===== config.mk =====
export PLATFORM = sky130hd
export DESIGN_NAME = row_fetch_scheduler
export DESIGN_NICKNAME = d
export VERILOG_FILES = /design/src/rtl/voxel_pkg.sv /design/src/rtl/row_fifo.sv /design/src/rtl/row_fetch_scheduler.sv
export SDC_FILE = /design/constraint.sdc
export NUM_CORES = 1
export LEC_CHECK = 0
export CAP_MARGIN = 20
export CORE_ASPECT_RATIO = 1.1
export CORE_UTILIZATION = 50
export DETAILED_ROUTE_END_ITERATION = 10
export PLACE_DENSITY = 0.84
export REMOVE_ABC_BUFFERS = 1
export SYNTH_ARGS = -nofsm -noshare
export SYNTH_HDL_FRONTEND = slang
export SYNTH_SLANG_ARGS = --single-unit

===== constraint.sdc =====
create_clock -name clk -period 6.85 [get_ports clk]
set_clock_uncertainty 0.15 [all_clocks]
set_input_delay 0.685 -clock clk [delete_from_list [all_inputs] [get_ports clk]]
set_output_delay 0.685 -clock clk [all_outputs]
set_load 0.02 [all_outputs]

===== src/rtl/voxel_pkg.sv =====
// Shared types and width helpers for the row fetch scheduler.
package voxel_pkg;

  typedef enum logic [1:0] {
    ST_IDLE  = 2'd0,
    ST_ISSUE = 2'd1,
    ST_DRAIN = 2'd2,
    ST_FLUSH = 2'd3
  } fetch_state_e;

  function automatic int row_w(input int img_height);
    return $clog2(img_height);
  endfunction

  function automatic int word_w(input int row_words);
    return $clog2(row_words);
  endfunction

  // Address = {buffer, row, word}
  function automatic int addr_w(input int img_height, input int row_words);
    return 1 + row_w(img_height) + word_w(row_words);
  endfunction

endpackage


===== src/rtl/row_fifo.sv =====
// Read-data FIFO between the memory return path and the LED driver.
module row_fifo #(
  parameter  int DATA_W     = 32,
  parameter  int FIFO_DEPTH = 4,
  localparam int PTR_W      = $clog2(FIFO_DEPTH),
  localparam int CNT_W      = PTR_W + 1
) (
  input  logic              clk,
  input  logic              reset,
  input  logic              push,
  input  logic [DATA_W-1:0] din,
  input  logic              pop,
  input  logic              flush,
  output logic [DATA_W-1:0] dout,
  output logic              full,
  output logic              empty,
  output logic [CNT_W-1:0]  count
);

  logic [DATA_W-1:0] mem_q [FIFO_DEPTH];
  logic [PTR_W-1:0]  wr_q, rd_q;
  logic [CNT_W-1:0]  cnt_q;
  logic              do_push, do_pop;

  assign full    = (cnt_q == CNT_W'(FIFO_DEPTH));
  assign empty   = (cnt_q == '0);
  assign count   = cnt_q;
  assign dout    = mem_q[rd_q];
  assign do_push = push && !full;
  assign do_pop  = pop && !empty;

  always_ff @(posedge clk) begin
    if (reset || flush) begin
      wr_q  <= '0;
      rd_q  <= '0;
      cnt_q <= '0;
    end else begin
      if (do_push) wr_q <= wr_q + 1'b1;
      if (do_pop)  rd_q <= rd_q + 1'b1;
      case ({do_push, do_pop})
        2'b10:   cnt_q <= cnt_q + 1'b1;
        2'b01:   cnt_q <= cnt_q - 1'b1;
        default: cnt_q <= cnt_q;
      endcase
    end
  end

  // Storage is not reset; the head is masked by the consumer while empty.
  always_ff @(posedge clk) begin
    if (do_push && !flush) mem_q[wr_q] <= din;
  end

endmodule


===== src/rtl/row_fetch_scheduler.sv =====
// Fetches one display row per rowChange into a small FIFO feeding the LED driver,
// with double-buffer swap on index. ROWFETCH_STATS_EN adds a saturating overrunCnt.
module row_fetch_scheduler
  import voxel_pkg::*;
#(
  parameter  int IMG_HEIGHT = 64,
  parameter  int ROW_WORDS  = 8,
  parameter  int DATA_W     = 32,
  parameter  int FIFO_DEPTH = 4,
  localparam int ROW_W      = row_w(IMG_HEIGHT),
  localparam int WORD_W     = word_w(ROW_WORDS),
  localparam int ADDR_W     = addr_w(IMG_HEIGHT, ROW_WORDS)
) (
  input  logic              clk,
  input  logic              reset,
  input  logic [ROW_W-1:0]  row,
  input  logic              valid,
  input  logic              index,
  input  logic              rowChange,
  output logic              rowChangeAck,
  output logic              memReq,
  output logic [ADDR_W-1:0] memAddr,
  input  logic              memGnt,
  input  logic              memRdValid,
  input  logic [DATA_W-1:0] memRdData,
  output logic [DATA_W-1:0] pixData,
  output logic              pixValid,
  input  logic              pixReady,
  output logic              rowDone,
  output logic              overrun,
  input  logic              swapReq,
  output logic              swapAck,
  output logic              frontBuf
`ifdef ROWFETCH_STATS_EN
  ,
  output logic [15:0]       overrunCnt
`endif
);

  localparam int CNT_W = $clog2(FIFO_DEPTH) + 1;

  fetch_state_e      state_q, state_d;
  logic [ROW_W-1:0]  fetchRow_q, fetchRow_d, pendRow_q, pendRow_d;
  logic [WORD_W-1:0] wordIdx_q, wordIdx_d;
  logic [CNT_W-1:0]  outst_q, outst_d;
  logic              fetchBuf_q, fetchBuf_d, pendVld_q, pendVld_d, frontBuf_q, frontBuf_d;
  logic              ack_q, ack_d, ovr_q, ovr_d, swapAck_q, swapAck_d;

  logic [DATA_W-1:0] fifo_dout;
  logic [CNT_W-1:0]  fifo_cnt;
  logic [CNT_W:0]    inflight;
  logic              fifo_full, fifo_empty;
  logic              busy, abort, rc_new, swap, gnt, ret, push, pop, last_pop;

  assign busy     = (state_q == ST_ISSUE) || (state_q == ST_DRAIN);
  assign abort    = busy && !valid;
  // rowChange is still high in the cycle our ack is visible; ignore it there.
  assign rc_new   = rowChange && !ack_q;
  assign swap     = index && swapReq;
  assign inflight = {1'b0, outst_q} + {1'b0, fifo_cnt};

  assign memReq   = !reset && (state_q == ST_ISSUE) && valid && (inflight < (CNT_W+1)'(FIFO_DEPTH));
  assign memAddr  = {fetchBuf_q, fetchRow_q, wordIdx_q};
  assign gnt      = memReq && memGnt;
  // Returns with nothing outstanding belong to a fetch abandoned by reset.
  assign ret      = memRdValid && (outst_q != '0);
  assign push     = ret && busy && !abort && !fifo_full;

  assign pixValid = !fifo_empty;
  assign pixData  = fifo_empty ? '0 : fifo_dout;
  assign pop      = pixValid && pixReady;
  assign last_pop = (state_q == ST_DRAIN) && !abort && pop &&
                    (fifo_cnt == CNT_W'(1)) && (outst_q == '0);

  assign rowDone      = last_pop;
  assign rowChangeAck = ack_q;
  assign overrun      = ovr_q;
  assign swapAck      = swapAck_q;
  assign frontBuf     = frontBuf_q;

  row_fifo #(.DATA_W(DATA_W), .FIFO_DEPTH(FIFO_DEPTH)) u_fifo (
    .clk   (clk),
    .reset (reset),
    .push  (push),
    .din   (memRdData),
    .pop   (pop),
    .flush (abort),
    .dout  (fifo_dout),
    .full  (fifo_full),
    .empty (fifo_empty),
    .count (fifo_cnt)
  );

  always_comb begin
    case ({gnt, ret})
      2'b10:   outst_d = outst_q + 1'b1;
      2'b01:   outst_d = outst_q - 1'b1;
      default: outst_d = outst_q;
    endcase
    frontBuf_d = swap ? ~frontBuf_q : frontBuf_q;
    swapAck_d  = swap;
  end

  always_comb begin
    state_d    = state_q;
    fetchRow_d = fetchRow_q;
    fetchBuf_d = fetchBuf_q;
    wordIdx_d  = wordIdx_q;
    pendVld_d  = pendVld_q;
    pendRow_d  = pendRow_q;
    ack_d      = 1'b0;
    ovr_d      = 1'b0;
    case (state_q)
      ST_IDLE: begin
        // frontBuf_d: a swap in this same cycle applies to the new fetch.
        if (rc_new && valid) begin
          fetchRow_d = row;
          fetchBuf_d = frontBuf_d;
          wordIdx_d  = '0;
          ack_d      = 1'b1;
          state_d    = ST_ISSUE;
        end
      end
      ST_ISSUE, ST_DRAIN: begin
        if (abort) begin
          pendVld_d = 1'b0;
          state_d   = ST_FLUSH;
        end else begin
          if (rc_new) begin
            ack_d     = 1'b1;
            ovr_d     = 1'b1;
            pendVld_d = 1'b1;
            pendRow_d = row;
          end
          if ((state_q == ST_ISSUE) && gnt) begin
            wordIdx_d = wordIdx_q + 1'b1;
            if (wordIdx_q == WORD_W'(ROW_WORDS - 1)) state_d = ST_DRAIN;
          end
          if (last_pop) begin
            if (pendVld_d) begin
              fetchRow_d = pendRow_d;
              fetchBuf_d = frontBuf_d;
              wordIdx_d  = '0;
              pendVld_d  = 1'b0;
              state_d    = ST_ISSUE;
            end else begin
              state_d = ST_IDLE;
            end
          end
        end
      end
      ST_FLUSH: begin
        if (outst_d == '0) state_d = ST_IDLE;
      end
      default: state_d = ST_IDLE;
    endcase
  end

  always_ff @(posedge clk) begin
    if (reset) begin
      state_q    <= ST_IDLE;
      fetchRow_q <= '0;
      fetchBuf_q <= 1'b0;
      wordIdx_q  <= '0;
      outst_q    <= '0;
      pendVld_q  <= 1'b0;
      pendRow_q  <= '0;
      frontBuf_q <= 1'b0;
      ack_q      <= 1'b0;
      ovr_q      <= 1'b0;
      swapAck_q  <= 1'b0;
    end else begin
      state_q    <= state_d;
      fetchRow_q <= fetchRow_d;
      fetchBuf_q <= fetchBuf_d;
      wordIdx_q  <= wordIdx_d;
      outst_q    <= outst_d;
      pendVld_q  <= pendVld_d;
      pendRow_q  <= pendRow_d;
      frontBuf_q <= frontBuf_d;
      ack_q      <= ack_d;
      ovr_q      <= ovr_d;
      swapAck_q  <= swapAck_d;
    end
  end

`ifdef ROWFETCH_STATS_EN
  logic [15:0] ovrCnt_q;
  always_ff @(posedge clk) begin
    if (reset || index)                   ovrCnt_q <= '0;
    else if (ovr_q && (ovrCnt_q != '1))   ovrCnt_q <= ovrCnt_q + 1'b1;
  end
  assign overrunCnt = ovrCnt_q;
`endif

endmodule


==> flow_summary.toml, run 1 <==
[outcome]
status = "finished clean"

[yosys]
synth-xor-area-share_pct = 1.17
yosysSeqAreaShare_pct = 67.7
synthMuxAreaShare_pct = 13.4
ys_warn_count = 0
syn_area_per_cell_um2 = 16.5
synth_top_family_by_area = "multiplexers"
synth_compound_area_share_pct = 2.85
netlist_instances = 407
synth_cell_types = 43
synthAdderAreaFrac_pct = 3.84
synth_seq_cells = 163
synth_simple_gate_area_share_pct = 8.50
synth_area_mm2 = 0.00671

[clock_tree]
clockBufferDepth = 2
cts_resized = 0
cts.htree.levels = 4
post_cts_buffers = 0
cts_tree = "done"
cts_buffers = 17
clkSinkCount = 163
ctsHoldBuffers = 0
path_clk_slew_ps = 60
cts_root_buf = "clkbuf_16"
insertion_delay_ps = 410

[detailed_routing]
via_per_inst = 5.50
wl_mm = 12.3
first_pass_iters = 6
wire_per_inst_um = 18.2
drc = 0
drt_iter0_markers = 259
antenna_left = 0
vias = 3723

[worst_setup_path]
crit_type = "input pin to flop"
crit_start = "reset"
worstRegToRegCells = 11
reg2reg_slack_ps = 3560
worstSetupStartpointType = "input pin"
cp.arrival_ps = 4130
regToRegStartpoint = "u_fifo.count[2]"
rr_endpoint = "state_q[1]"
required_ps = 7000
path_max_fanout = 27
endpoint_kind = "flop"
endpoint = "state_q[1]"

[placed_design]
dp.cells = 645
globalplace.congestion = 0.791
portBuffers = 95
placed_cell_area_mm2 = 0.00778
dp_hpwl_mm = 7.74

[min_path]
holdPathStages = 2
hp-class = "flop to flop"

[sta]
post-route-period-util_pct = 58.1
timing.fmax_ghz = 0.251
fin_tns_setup_ps = 0
fin_crit_ps = 3980
setup_viol = 0
grt_setup_unrepaired = "false"
max-slew-margin-rel_pct = 36.6
worst_slew_pin_slew_ps = 949
drv_slew = 0
hold_viol_final = 0

[floorplan]
die_x_um = 112
die_area_mm2 = 0.0139
rows = 44
initial_utilization_pct = 51.0
core-area_mm2 = 0.0132
die_y_um = 124
ios = 96

[global_route]
top_usage_layer = "met2"
grt_util_met2_pct = 34.7
grt_usage_pct = 19.4
grt_overflow = 0
grt_antenna_before_repair = 0
grt_pass1_vias = 3878
grt_max_degree = 35
grt_pass1_wl_mm = 20.0
grt_use_met1_pct = 22.6
met3_usage_pct = 5.15

[final_layout]
syn2layout_area_growth_pct = 24.5
drive_above_1_share_pct = 15.5
antennaDiodeCount = 0
fillers = 942
final-instance-count-excl-fill = 677
design_area_mm2 = 0.00836
post-route-util_pct = 63.5
final_nets = 570

[pwr]
p_per_area_mw_per_mm2 = 286
peakVddDrop_mv = 0.164
leakagePower_nw = 2.88
power_mw = 2.39

[run]
maxCapViolCount = 0
==> final cells by class <==
cell class,instances,area (um^2),share of cell area (%)
Clock buffer,18,429,5.13
Clock inverter,14,154,1.84
Inverter,15,56.3,0.674
Multi-Input combinational cell,209,2010,24.0
Sequential cell,163,4550,54.4
Tap cell,161,201,2.41
Timing Repair Buffer,97,966,11.6
==> worst max-delay path, stage by stage <==
cell and delay, ps:
clkdlybuf4s50_1 890, nor4b_1 540, nand4_1 210, ha_1 250, inv_1 90, fa_1 430, and3b_2 220, a31oi_1 190
o31ai_1 120, nand3_1 150, mux2_2 350
==> worst min-delay path by stage <==
stage                  from            to  slack (ps)
2_1_floorplan  pendRow_q[0]  pendRow_q[0]         310
3_3_place_gp   pendRow_q[3]  pendRow_q[3]         330
3_5_place_dp   pendRow_q[4]  pendRow_q[4]         340
4_1_cts        pendRow_q[4]  pendRow_q[4]         360
5_1_grt        pendRow_q[2]  pendRow_q[2]         400
6_report       pendRow_q[4]  pendRow_q[4]         350
==> stage by stage <==
step | setup WS (ps) | hold slack, ps
5_1_grt | 2720 | 403
4_1_cts | 2920 | 355
6_report | 2870 | 351
3_5_place_dp | 2460 | 340
3_3_place_gp | 2630 | 326
2_1_floorplan | 3700 | 313
==> synth_stat cells, drive strengths merged <==
library cell	number	area [um^2]
a22oi	1	21.3
or4b	1	13.8
nand2b	5	31.3
nor3	1	5.00
nor4	1	6.26
nor2b	4	25.0
inv	15	56.3
or3	3	18.8
a31oi	1	6.26
o21ba	1	10.0
or2	1	6.26
dfxtp	35	701
nand4b	1	8.76
clkbuf	10	38.8
mux2i	17	170
o21ai	3	15.0
nor2	33	124
o31ai	1	7.51
and3b	1	10.0
nor4b	1	8.76
a21oi	5	25.0
o21a	1	7.51
mux4	32	721
nand4	2	12.5
edfxtp	128	3840
fa	1	20.0
ha	19	238
and2	36	225
mux2	1	11.3
a211oi	10	90.1
buf	10	72.6
nand2	9	33.8
xor2	6	52.6
nor3b	2	15.0
nand3	4	20.0
xnor2	3	26.3
and3	1	6.26
o2111ai	1	8.76
==> flip-flops by register name (all words and copies together), names as in the netlist, named ones only <==
signal        cells
outst_q           3
pendVld_q         1
wordIdx_q         3
fetchBuf_q        1
u_fifo.wr_q       2
u_fifo.rd_q       2
pendRow_q         6
rowChangeAck      1
u_fifo.mem_q    128
frontBuf          1
overrun           1
u_fifo.count      3
fetchRow_q        6
swapAck           1
state_q           2
==> cell usage in the layout (no fill, tap or decap), types with 6 or more instances in the layout <==
cell type,n
inv_1,15
dfxtp_1,33
clkbuf_16,17
nand2_1,9
ha_1,19
mux4_2,32
mux2i_1,17
and2_1,32
clkdlybuf4s50_1,95
xor2_1,6
edfxtp_1,128
a211oi_1,7
nor2_1,33
==> layer usage <==
layer  vias to the layer above  share of wire (%)  wire length, um
li1                       1719                  -                -
met1                      1874                 42             5170
met2                       124                 52             6440
met3                         6                5.2              643
met4                         0               0.62               76
met5                         -                  0                0
==> cell families after synthesis <==
family,Yosys count
buffers and inverters,35
XOR/XNOR,9
adder cells (fa/ha/maj),20
flip-flops,163
AO/OA/AOI/OAI,24
AND/OR/NAND/NOR,106
multiplexers,50
==> where the power goes <==
| part | leakage, nW | internal, mW | switching (mW) | total [mW] |
|---|---|---|---|---|
| Sequential | 1.43 | 1.08 | 0.0147 | 1.10 |
| Combinational | 1.17 | 0.178 | 0.192 | 0.370 |
| Clock | 0.277 | 0.541 | 0.384 | 0.925 |
Note: power is estimated with default switching activity, not from simulation.
==> run 2, diff against run 1 <==
clock period = 3.8 ns   (was 6.85 ns; I/O delays follow)
==> run 2 against run 1 <==
Effect of this change: utilization up 0.87 points; critical path depth unchanged; clock power grew 90%; setup slack got worse by 2400 ps; hold slack improved by 3.7 ps; critical path type is now flop to flop; highest routed layer unchanged.
==> flow_summary.toml, run 2 (synthesis results as in run 1) <==
[detailed_routing]
first_pass_iters = 4
wl_mm = 12.1
wire_per_inst_um = 17.7
via_per_inst = 5.46
vias = 3730
antenna_left = 0
drt_iter0_markers = 218
drc = 0

[clock_tree]
clockBufferDepth = 2
cts_resized = 0
clkSinkCount = 163
cts_tree = "done"
cts.htree.levels = 4
post_cts_buffers = 0
cts_buffers = 17
path_clk_slew_ps = 60
ctsHoldBuffers = 0
insertion_delay_ps = 420
cts_root_buf = "clkbuf_16"

[worst_setup_path]
endpoint_kind = "flop"
slowest_delay_ps = 430
crit_type = "flop to flop"
critical-path-slowest-cell = "fa_1"
crit_start = "u_fifo.count[2]"
crit_chain = "ha_1, nor4b_1, nand4_1, ha_1, inv_1, fa_1, and3b_2, a31oi_1, o31ai_1, nand3_1, mux2_2"
critical_path_buf_inv_count = 1
required_ps = 3960
worstSetupStartpointType = "flop"
cpMostUsedCell = "ha_1"
crit_family = "simple AND/OR/NAND/NOR gates"
path_max_fanout = 6
path_depth = 11
cp.arrival_ps = 3450
worstRegToRegCells = 11
regToRegStartpoint = "u_fifo.count[2]"

[global_route]
grt_pass1_wl_mm = 19.5
grt_max_degree = 35
grt_overflow = 0
grt_antenna_before_repair = 0
grt_pass1_vias = 3915
grt_usage_pct = 19.2

[pwr]
p_per_area_mw_per_mm2 = 521
leakagePower_nw = 2.95
peakVddDrop_mv = 0.285

[final_layout]
drive_above_1_share_pct = 16.1
syn2layout_area_growth_pct = 26.2
largest_reg_flops = 128
antennaDiodeCount = 0
post-route-util_pct = 64.4
final_common_cell = "edfxtp_1"
final-instance-count-excl-fill = 683
mostFrequentLayoutCells = "edfxtp_1 (128), clkdlybuf4s50_1 (95), nor2_1 (33), dfxtp_1 (33)"
top_register = "u_fifo.mem_q"
final_nets = 576
reg_top3 = "u_fifo.mem_q x128, fetchRow_q x6, pendRow_q x6"

[floorplan]
die_area_mm2 = 0.0139
initial_utilization_pct = 51.0
core-area_mm2 = 0.0132
die_y_um = 124
ios = 96
rows = 44
die_x_um = 112

[run]
maxCapViolCount = 0

[sta]
max-slew-margin-rel_pct = 37.9
timing.fmax_ghz = 0.303
hold_viol_final = 0
grt_setup_unrepaired = "false"
worst_slew_pin_slew_ps = 925
post-route-period-util_pct = 86.8
setup_viol = 0
drv_slew = 0
fin_crit_ps = 3300
fin_tns_setup_ps = 0

[placed_design]
dp_hpwl_mm = 7.70
portBuffers = 95
dp.cells = 651
globalplace.congestion = 0.823

[outcome]
status = "finished clean"

[min_path]
min_from = "pendRow_q[1]"
holdPathStages = 2
hp-class = "flop to flop"
[run 2: changes by cell type in the layout (fill, tap and decap cells not counted), sizes merged]
cell,delta
clkinv,+1
clkinvlp,-3
inv,-1
bufinv,+2
clkbuf,+1
buf,+6
[run 2: final timing paths]
path / slack [ps] / end
min: 360 / pendRow_q[1]
min reg2reg: 360 / pendRow_q[1]
max: 500 / state_q[1]
max reg2reg: 500 / state_q[1]
[run 2: metrics by stage]
step / total power [mW] / setup slack, ps / cell area [um^2] / hold slack [ps]
2_1_floorplan: 2.41 / 877 / 6600 / 295
3_3_place_gp: 2.68 / 575 / 7860 / 326
3_5_place_dp: 2.69 / 418 / 7860 / 343
4_1_cts: 4.46 / 492 / 8470 / 359
5_1_grt: 4.59 / 355 / 8470 / 376
6_report: 4.42 / 503 / 8470 / 355
[run 2: routing by layer]
| layer | part of all wire, % | GRT usage, % | vias to the layer above |
|---|---|---|---|
| met3 | 6.8 | 5.88 | 16 |
| met1 | 40 | 21.7 | 1832 |
| met2 | 51 | 33.7 | 139 |
| li1 | - | - | 1743 |
| met5 | 0 | 0 | - |
| met4 | 1.5 | 8.83 | 0 |
[run 2: final cells by class]
type / instances / area, um^2
Fill cell: 927 / 4680
Multi-Input combinational cell: 209 / 2010
Inverter: 15 / 56.3
Timing Repair Buffer: 103 / 1050
Clock buffer: 19 / 433
Tap cell: 161 / 201
Clock inverter: 13 / 183
Sequential cell: 163 / 4550
[run 2: worst register-to-register path: cells and delay by family (launching register included)]
kind / cells / cell delay (ps)
and+or+nand+nor: 4 / 980
buffers and inverters: 1 / 80
AOI/OAI and AO/OA: 2 / 240
DFF: 1 / 410
muxes: 1 / 360
adders and majority gates: 3 / 970
[run 2: power by group]
group	internal, mW	leakage [nW]	switching, mW
Clock	1.10	0.303	0.659
Sequential	1.95	1.43	0.0393
Combinational	0.327	1.21	0.337
